`config.mk`:
```
export PLATFORM = sky130hd
export DESIGN_NAME = joint_step_coordinator_flat
export DESIGN_NICKNAME = d
export VERILOG_FILES = /design/src/rtl/joint_step_coordinator_if.sv /design/src/rtl/joint_step_coordinator.sv /design/src/flat_wrapper.sv
export SDC_FILE = /design/constraint.sdc
export NUM_CORES = 1
export LEC_CHECK = 0
export CAP_MARGIN = 20
export CORE_ASPECT_RATIO = 0.9
export CORE_MARGIN = 4
export CORE_UTILIZATION = 30
export DETAILED_ROUTE_END_ITERATION = 12
export HOLD_SLACK_MARGIN = 0.1
export PLACE_DENSITY = 0.46
export SLEW_MARGIN = 40
export SYNTH_ARGS = -nofsm -noshare
export SYNTH_HDL_FRONTEND = slang
export SYNTH_SLANG_ARGS = --single-unit
```
`constraint.sdc`:
```
create_clock -name clk_i -period 11.92 [get_ports clk_i]
set_clock_uncertainty 0.1 [all_clocks]
set_input_delay 1.192 -clock clk_i [delete_from_list [all_inputs] [get_ports clk_i]]
set_output_delay 1.192 -clock clk_i [all_outputs]
set_load 0.02 [all_outputs]
```
`src/rtl/joint_step_coordinator_if.sv`:
```
// Move handshake between the arm controller and the two-axis step coordinator.
interface joint_step_coordinator_if #(
    parameter int STEP_WIDTH = 16
);
    logic                  data_ready;
    logic [STEP_WIDTH-1:0] steps1;
    logic [STEP_WIDTH-1:0] steps2;
    logic                  dir1_in;
    logic                  dir2_in;
    logic                  steppers_ready;
    logic                  move_done;

    modport master (
        output data_ready, steps1, steps2, dir1_in, dir2_in,
        input  steppers_ready, move_done
    );

    modport slave (
        input  data_ready, steps1, steps2, dir1_in, dir2_in,
        output steppers_ready, move_done
    );
endinterface

```
`src/rtl/joint_step_coordinator.sv`:
```
// Two-axis coordinated stepper: latches a move and spreads minor-axis steps over
// major-axis ticks (Bresenham) so both joints start and finish together.
//   state   | meaning
//   IDLE    | ready for a move, steppers_ready high
//   SETUP   | dir pins settling before the first pulse
//   TICK_HI | step pulse(s) high
//   TICK_LO | remainder of the tick period, enable checked at its end
//   DONE    | one-cycle move_done
module joint_step_coordinator #(
    parameter int STEP_WIDTH = 16,
    parameter int TICK_DIV   = 25000,
    parameter int PULSE_HIGH = 250,
    parameter int DIR_SETUP  = 50
) (
    input  logic                      clk_i,
    input  logic                      reset_i,
    input  logic                      enable_i,
    joint_step_coordinator_if.slave   ctrl_if,
    output logic                      step1_o,
    output logic                      step2_o,
    output logic                      dir1_o,
    output logic                      dir2_o
);
    localparam int TMAX = (TICK_DIV > DIR_SETUP) ? TICK_DIV : DIR_SETUP;
    localparam int TW   = $clog2(TMAX + 1);
    localparam int SW   = STEP_WIDTH;

    typedef enum logic [2:0] {IDLE, SETUP, TICK_HI, TICK_LO, DONE} state_t;

    state_t        state_q, state_d;
    logic [TW-1:0] timer_q, timer_d;
    logic [SW-1:0] ticks_q, ticks_d;
    logic [SW-1:0] major_q, major_d;
    logic [SW-1:0] minor_q, minor_d;
    logic [SW:0]   acc_q, acc_d;
    logic          j1_major_q, j1_major_d;
    logic          dir1_q, dir1_d;
    logic          dir2_q, dir2_d;
    logic          pulse1_q, pulse1_d;
    logic          pulse2_q, pulse2_d;

    logic          tc;
    logic          start_tick;
    logic [SW:0]   acc_sum;
    logic          minor_hit;
    logic          s1_ge_s2;

    assign tc        = (timer_q == '0);
    assign acc_sum   = acc_q + {1'b0, minor_q};
    assign minor_hit = (acc_sum >= {1'b0, major_q});
    assign s1_ge_s2  = (ctrl_if.steps1 >= ctrl_if.steps2);

    always_comb begin
        state_d    = state_q;
        timer_d    = timer_q;
        ticks_d    = ticks_q;
        major_d    = major_q;
        minor_d    = minor_q;
        acc_d      = acc_q;
        j1_major_d = j1_major_q;
        dir1_d     = dir1_q;
        dir2_d     = dir2_q;
        pulse1_d   = pulse1_q;
        pulse2_d   = pulse2_q;
        start_tick = 1'b0;

        case (state_q)
            IDLE: begin
                if (ctrl_if.data_ready) begin
                    state_d    = SETUP;
                    dir1_d     = ctrl_if.dir1_in;
                    dir2_d     = ctrl_if.dir2_in;
                    j1_major_d = s1_ge_s2;
                    major_d    = s1_ge_s2 ? ctrl_if.steps1 : ctrl_if.steps2;
                    minor_d    = s1_ge_s2 ? ctrl_if.steps2 : ctrl_if.steps1;
                    acc_d      = {1'b0, major_d} >> 1;
                    ticks_d    = major_d;
                    timer_d    = TW'(DIR_SETUP - 1);
                end
            end
            SETUP: begin
                if (!tc) begin
                    timer_d = timer_q - TW'(1);
                end else if (major_q == '0) begin
                    state_d = DONE;
                end else if (enable_i) begin
                    start_tick = 1'b1;
                end
            end
            TICK_HI: begin
                if (!tc) begin
                    timer_d = timer_q - TW'(1);
                end else begin
                    state_d  = TICK_LO;
                    timer_d  = TW'(TICK_DIV - PULSE_HIGH - 1);
                    pulse1_d = 1'b0;
                    pulse2_d = 1'b0;
                end
            end
            TICK_LO: begin
                if (!tc) begin
                    timer_d = timer_q - TW'(1);
                end else if (ticks_q == '0) begin
                    state_d = DONE;
                end else if (enable_i) begin
                    start_tick = 1'b1;
                end
            end
            DONE:    state_d = IDLE;
            default: state_d = IDLE;
        endcase

        // Major axis always steps; minor axis steps when the error term wraps.
        if (start_tick) begin
            state_d  = TICK_HI;
            timer_d  = TW'(PULSE_HIGH - 1);
            ticks_d  = ticks_q - SW'(1);
            acc_d    = minor_hit ? (acc_sum - {1'b0, major_q}) : acc_sum;
            pulse1_d = j1_major_q ? 1'b1 : minor_hit;
            pulse2_d = j1_major_q ? minor_hit : 1'b1;
        end
    end

    always_ff @(posedge clk_i) begin
        if (reset_i) begin
            state_q    <= IDLE;
            timer_q    <= '0;
            ticks_q    <= '0;
            major_q    <= '0;
            minor_q    <= '0;
            acc_q      <= '0;
            j1_major_q <= 1'b0;
            dir1_q     <= 1'b0;
            dir2_q     <= 1'b0;
            pulse1_q   <= 1'b0;
            pulse2_q   <= 1'b0;
        end else begin
            state_q    <= state_d;
            timer_q    <= timer_d;
            ticks_q    <= ticks_d;
            major_q    <= major_d;
            minor_q    <= minor_d;
            acc_q      <= acc_d;
            j1_major_q <= j1_major_d;
            dir1_q     <= dir1_d;
            dir2_q     <= dir2_d;
            pulse1_q   <= pulse1_d;
            pulse2_q   <= pulse2_d;
        end
    end

    assign step1_o                = pulse1_q;
    assign step2_o                = pulse2_q;
    assign dir1_o                 = dir1_q;
    assign dir2_o                 = dir2_q;
    assign ctrl_if.steppers_ready = (state_q == IDLE);
    assign ctrl_if.move_done      = (state_q == DONE);
endmodule
```
`src/flat_wrapper.sv`:
```
// flat-port wrapper written by rule: the top's interface ports become plain ports
module joint_step_coordinator_flat 
#(
    parameter int STEP_WIDTH = 16,
    parameter int TICK_DIV   = 25000,
    parameter int PULSE_HIGH = 250,
    parameter int DIR_SETUP  = 50
)
  (clk_i, reset_i, enable_i, step1_o, step2_o, dir1_o, dir2_o, ctrl_if_data_ready, ctrl_if_steps1, ctrl_if_steps2, ctrl_if_dir1_in, ctrl_if_dir2_in, ctrl_if_steppers_ready, ctrl_if_move_done);
  joint_step_coordinator_if #(.STEP_WIDTH(STEP_WIDTH)) ctrl_if_i ();
  input  logic clk_i;
  input  logic reset_i;
  input  logic enable_i;
  output logic step1_o;
  output logic step2_o;
  output logic dir1_o;
  output logic dir2_o;
  input wire logic [$bits(ctrl_if_i.data_ready)-1:0] ctrl_if_data_ready;
  input wire logic [$bits(ctrl_if_i.steps1)-1:0] ctrl_if_steps1;
  input wire logic [$bits(ctrl_if_i.steps2)-1:0] ctrl_if_steps2;
  input wire logic [$bits(ctrl_if_i.dir1_in)-1:0] ctrl_if_dir1_in;
  input wire logic [$bits(ctrl_if_i.dir2_in)-1:0] ctrl_if_dir2_in;
  output wire logic [$bits(ctrl_if_i.steppers_ready)-1:0] ctrl_if_steppers_ready;
  output wire logic [$bits(ctrl_if_i.move_done)-1:0] ctrl_if_move_done;
  assign ctrl_if_i.data_ready = ctrl_if_data_ready;
  assign ctrl_if_i.steps1 = ctrl_if_steps1;
  assign ctrl_if_i.steps2 = ctrl_if_steps2;
  assign ctrl_if_i.dir1_in = ctrl_if_dir1_in;
  assign ctrl_if_i.dir2_in = ctrl_if_dir2_in;
  assign ctrl_if_steppers_ready = ctrl_if_i.steppers_ready;
  assign ctrl_if_move_done = ctrl_if_i.move_done;
  joint_step_coordinator #(.STEP_WIDTH(STEP_WIDTH), .TICK_DIV(TICK_DIV), .PULSE_HIGH(PULSE_HIGH), .DIR_SETUP(DIR_SETUP)) u_core (.clk_i(clk_i), .reset_i(reset_i), .enable_i(enable_i), .ctrl_if(ctrl_if_i), .step1_o(step1_o), .step2_o(step2_o), .dir1_o(dir1_o), .dir2_o(dir2_o));
endmodule
```
# After elaboration in Yosys (flattened, before gate mapping)

Cells that the tools add are included.

Register bits: 88
Bits of input ports: 38
Output and inout port bits: 6
Logic and storage cells: 90

Add/sub/neg operators: 4
$lt $le $gt $ge: 2
Eq/ne operators: 18
Mux-type cells: 34
Reduce and logical (&&, ||, !) cells: 19

Operators with widths:

| cell                  | number |
|---|---|
| $mux 16               | 5 |
| $mux 17               | 4 |
| $mux 15               | 3 |
| $pmux 15 s3           | 1 |
| $logic_not 16->1      | 2 |
| $mux 3                | 6 |
| $add 17x16->17        | 1 |
| $ge 17x16->1          | 1 |
| $sub 17x16->17        | 1 |
| $ge 16x16->1          | 1 |
| $sub 16x1->16 const B | 1 |
| $logic_not 15->1      | 1 |
| $ne 3x1->1 const B    | 5 |
| $sub 15x1->15 const B | 1 |
| $pmux 3 s4            | 1 |
| $reduce_and 6->1      | 2 |
| $mux 1                | 11 |
| $ne 2x1->1 const B    | 5 |
| $mux 8                | 1 |
| $reduce_bool 2->1     | 4 |
| $eq 3x2->1 const B    | 2 |
| $reduce_and 2->1      | 3 |
| $reduce_and 3->1      | 2 |
| $ne 2x2->1 const B    | 2 |
| other kinds (10)      | 11 |

# Longest topological paths before layout

Depth after elaboration: 6
Gate-level depth with buffers: 18
Mapped depth without buffers: 17

# Worst setup path after synthesis

No wires, ideal clock.

Path kind: flip-flop to flip-flop
Start: register u_core.acc_q[2]
End: register u_core.acc_q[10]
Setup time: 0.132 ns
Data arrival time: 3.733 ns
Data required time: 11.688 ns
Slack: 7.955 ns
Cell stages (with the launch flop): 18
Period minus slack after synthesis: 3.965 ns
Cells stage by stage: dfxtp_1 -> ha_1 -> o21ai_0 -> o21ai_0 -> nand2_1 -> o21ai_0 -> mux2i_1 -> o2111ai_1 -> ha_1 -> clkbuf_1 -> nand2_1 -> nor3_1 -> a31oi_1 -> and3_1 -> nand2_1 -> clkbuf_1 -> mux2i_1 -> o22ai_1

Word-level cells in the longest chain between the ends: 4

RTL lines:

| element                                        | RTL line                                                    | text |
|---|---|---|
| from (decl)                                    | joint_step_coordinator.sv:35                                | `logic [SW:0] acc_q, acc_d;` |
| from (signal assigned)                         | joint_step_coordinator.sv:131                               | `acc_q <= '0;` |
| from (signal assigned)                         | joint_step_coordinator.sv:143                               | `acc_q <= acc_d;` |
| $add 17x16->17 (*)                             | joint_step_coordinator.sv:49                                | `assign acc_sum = acc_q + {1'b0, minor_q};` |
| $sub 17x16->17 or $ge 17x16->1 (tied branches) | joint_step_coordinator.sv:118, joint_step_coordinator.sv:50 |  |
| $mux 17 (*)                                    | joint_step_coordinator.sv:118                               | `acc_d = minor_hit ? (acc_sum - {1'b0, major_q}) : acc_sum;` |
| $mux 17 (*)                                    | joint_step_coordinator.sv:114                               | `if (start_tick) begin` |

Every way passes the cells marked *; elsewhere a longest branch is shown, timed or not.
A chain may end at the register's enable or synchronous reset.

# Final worst setup path

Start: register u_core.acc_q[0]
End: register u_core.acc_q[4]

The elaborated chain is that of the path after synthesis.

==> run summary <==
Slew Limit Fails: 0
# port buffers: 43
max incr delay on CP: 0.48 ns
worst reg2reg setup slack: 7.14 ns
Critical Path Fanout Max: 15
EDFF count, synth: 0
Tightest Pin Transition: 0.774 ns
clk root buf: clkbuf_16
row count: 49
CORE AREA: 20300 um2
CP required: 12.07 ns
CTS buffer count: 9
fin util: 35.9%
clock share of power: 12.4%
Sink Count: 88
routability cong.: 0.826
clk buf depth: 2
initial core utilization: 30.9%
GR Layer Usage met1: 24.6%
period utilisation layout: 40.1%
initial antenna violation count: 0
RR Startpoint: u_core.acc_q[0]
YS warnings: 0
Post-synth top cells: dfxtp_1, a21oi_1, nor2_1, inv_1, nand2_1
Area Overhead vs Synth: 16.0%
syn_nets: 885
Starting DRT DRC Count: 374
hold depth: 2
H-tree Lvls: 3
pwr dens: 332 nW/um2
syn avg cell area: 7.90 um2
GR Util met3: 2.30%
Tightest Hold Check Type: register to register
#FFs+latches synth: 88
RSZ-0062 raised after global routing: false
first-pass GRT wire length: 31900 um
crit start category: register
Die H: 145 um
GR peak layer: met2
Yosys top cell by area: dfxtp_1
Overflow after GRT: 0
Final TNS setup: 0 ns
met2 Usage GRT: 26.1%
largest cells by area after synthesis: dfxtp_1, ha_1, a21oi_1
setup repair bufs after CTS: 0
vias in the first global route: 5701
Crit. End Element: register
Peak VDD IR: 0.105 mV
Net Sw Frac: 50.6%
sequential area share after synthesis: 28.1%
fillers: 2137
Synth Instances: 795
cell-internal power: 1200 uW
DR WL/cell: 18.4 um
P_leak: 0.00296 uW
Top FF cell, synth: dfxtp_1
Antenna Nets Post-Route: 0
Die Wd: 161 um
share of post-route cells with drive strength above 1: 5.33%
Max Freq: 209 MHz
post-synth cell types: 66
cell family with most CP delay: compound AO/OA/AOI/OAI gates
data arrival time of the worst path: 4.93 ns
clock slew seen by the registers of the worst setup and hold paths: 0.08 ns
Post-CTS Hold Fix Bufs: 0
Hold Crit Start: u_core.dir1_o
largest net degree at the start of global routing: 69
# diodes: 0
end of the worst hold path: u_core.dir1_o
Tmin final: 4.78 ns
max-cap violations: 0
Rel. slew slack: 48.1%
CP bufs+invs: 0
Syn Std Cell Area: 6280 um2
Detailed Place HPWL: 15400 um
Nets: 910
clk_lat worst skew: 0.35 ns
R2R cell count: 15
Reg-to-Reg End: u_core.acc_q[4]
worst hold margin: 0.356 ns
GRT Total Usage: 17.0%
post-DR vias/cell: 5.42
top-level I/O count: 44
Hold Vio Cnt, Final: 0
Worst Path Class, Setup: register to register
Gate power share: 68.1%
cells along the critical path: ha_1, fa_1, a211oi_1, o211ai_1, a21bo_2, xor2_1, ha_1, a211oi_1, nor2_1, o41ai_1, nand2b_1, o21a_1, nand2_1, mux2_2, o211a_1
DR DRC count: 0
Seq pwr share: 19.5%
Yosys top cell area share: 28.1%
outcome: finished clean
NetSw: 1220 uW
post-cts resize count: 0
Die ar.: 23300 um2
slowest CP cell: nand2_1
most common cell in the netlist: dfxtp_1
Routed WL: 20300 um
Vias: 5994
final setup violation count: 0
TritonCTS clock tree: yes
Pre-antenna DRT Iters: 5
asr flop ratio synth: 0%
how the worst max path moves through the flow:
stage | from | end | slack (ns) | cells past startpoint
global route | u_core.acc_q[0] | u_core.acc_q[4] | 6.86 | 16
CTS | u_core.acc_q[0] | u_core.acc_q[4] | 7.18 | 15
global placement | u_core.acc_q[2] | u_core.acc_q[4] | 7.28 | 15
floorplan | u_core.acc_q[2] | u_core.acc_q[10] | 7.96 | 17
detailed placement | u_core.minor_q[2] | u_core.acc_q[4] | 7.22 | 15
finish | u_core.acc_q[0] | u_core.acc_q[4] | 7.14 | 15
worst reg2reg max path, cell delays in order, from the launching register on:
cell	delay, ns
dfxtp_1	0.31
ha_1	0.24
fa_1	0.44
a211oi_1	0.29
o211ai_1	0.22
a21bo_2	0.28
xor2_1	0.21
ha_1	0.34
a211oi_1	0.27
nor2_1	0.11
o41ai_1	0.33
nand2b_1	0.18
o21a_1	0.21
nand2_1	0.48
mux2_2	0.48
o211a_1	0.20
final cells by class:
cell class                 count  area, um2  share of cell area [%]
sequential                    88       1760                    24.2
inverter                      54        203                    2.78
tap                          280        350                    4.81
clock inverter                 7       77.6                    1.06
clock buffer                   9        225                    3.09
multi-input combinational    617       4190                    57.5
timing repair buffer          50        478                    6.56
cell families (layout without fill, tap and decap cells):
kind of cell	after synthesis	in the layout	synth area share (%)
and+or+nand+nor	242	242	19.1
muxes	42	42	6.89
xor gates and xnor gates	31	31	4.32
adders and majority gates	52	52	10.6
DFF	88	88	28.1
buffers and inverters	90	120	5.46
AOI/OAI and AO/OA	250	250	25.6
power groups by stage:
stage | clock (uW) | sequential, uW | combinational (uW)
global route | 317 | 487 | 1820
floorplan | 0 | 454 | 1210
detailed placement | 0 | 476 | 1620
CTS | 306 | 471 | 1630
finish | 299 | 473 | 1650
global placement | 0 | 473 | 1610
stage by stage:
step	std cells	cell area [um2]	worst slack, ns	total power (uW)
6_report	1105	7280	7.14	2420
5_1_grt	1105	7280	6.86	2620
4_1_cts	1105	7280	7.18	2410
3_5_place_dp	1089	6980	7.22	2090
3_3_place_gp	1089	6970	7.28	2090
2_1_floorplan	795	6280	7.96	1660
per-layer routing:
metal  up-vias  part of all wire (%)
li1       2985                     -
met1      2821                    50
met2       165                    43
met3        23                   4.3
met4         0                   2.4
met5         -                     0
registers in the layout, indices dropped and copies added (netlist names), 3 cells and up:
name	flops
u_core.timer_q	15
u_core.state_q	3
u_core.ticks_q	16
u_core.minor_q	16
u_core.major_q	16
u_core.acc_q	17
layout by cell type, fill, tap and decap left out, drive strengths merged, types with 5 or more instances in the layout:
cell type,n
dfxtp,88
a21oi,78
nor2,72
inv,56
nand2,53
o21ai,53
ha,50
clkdlybuf4s50,42
a211oi,35
mux2i,32
nor3,32
xnor2,17
nand3,15
xor2,14
nor4,13
o21a,12
mux2,10
nand2b,9
clkbuf,9
nand4,8
a21o,8
a311oi,8
or3,8
buf,8
a31oi,7
and3,6
o31a,6
and2,6
o211a,5
o211ai,5
(Power assumes the default switching activity.)
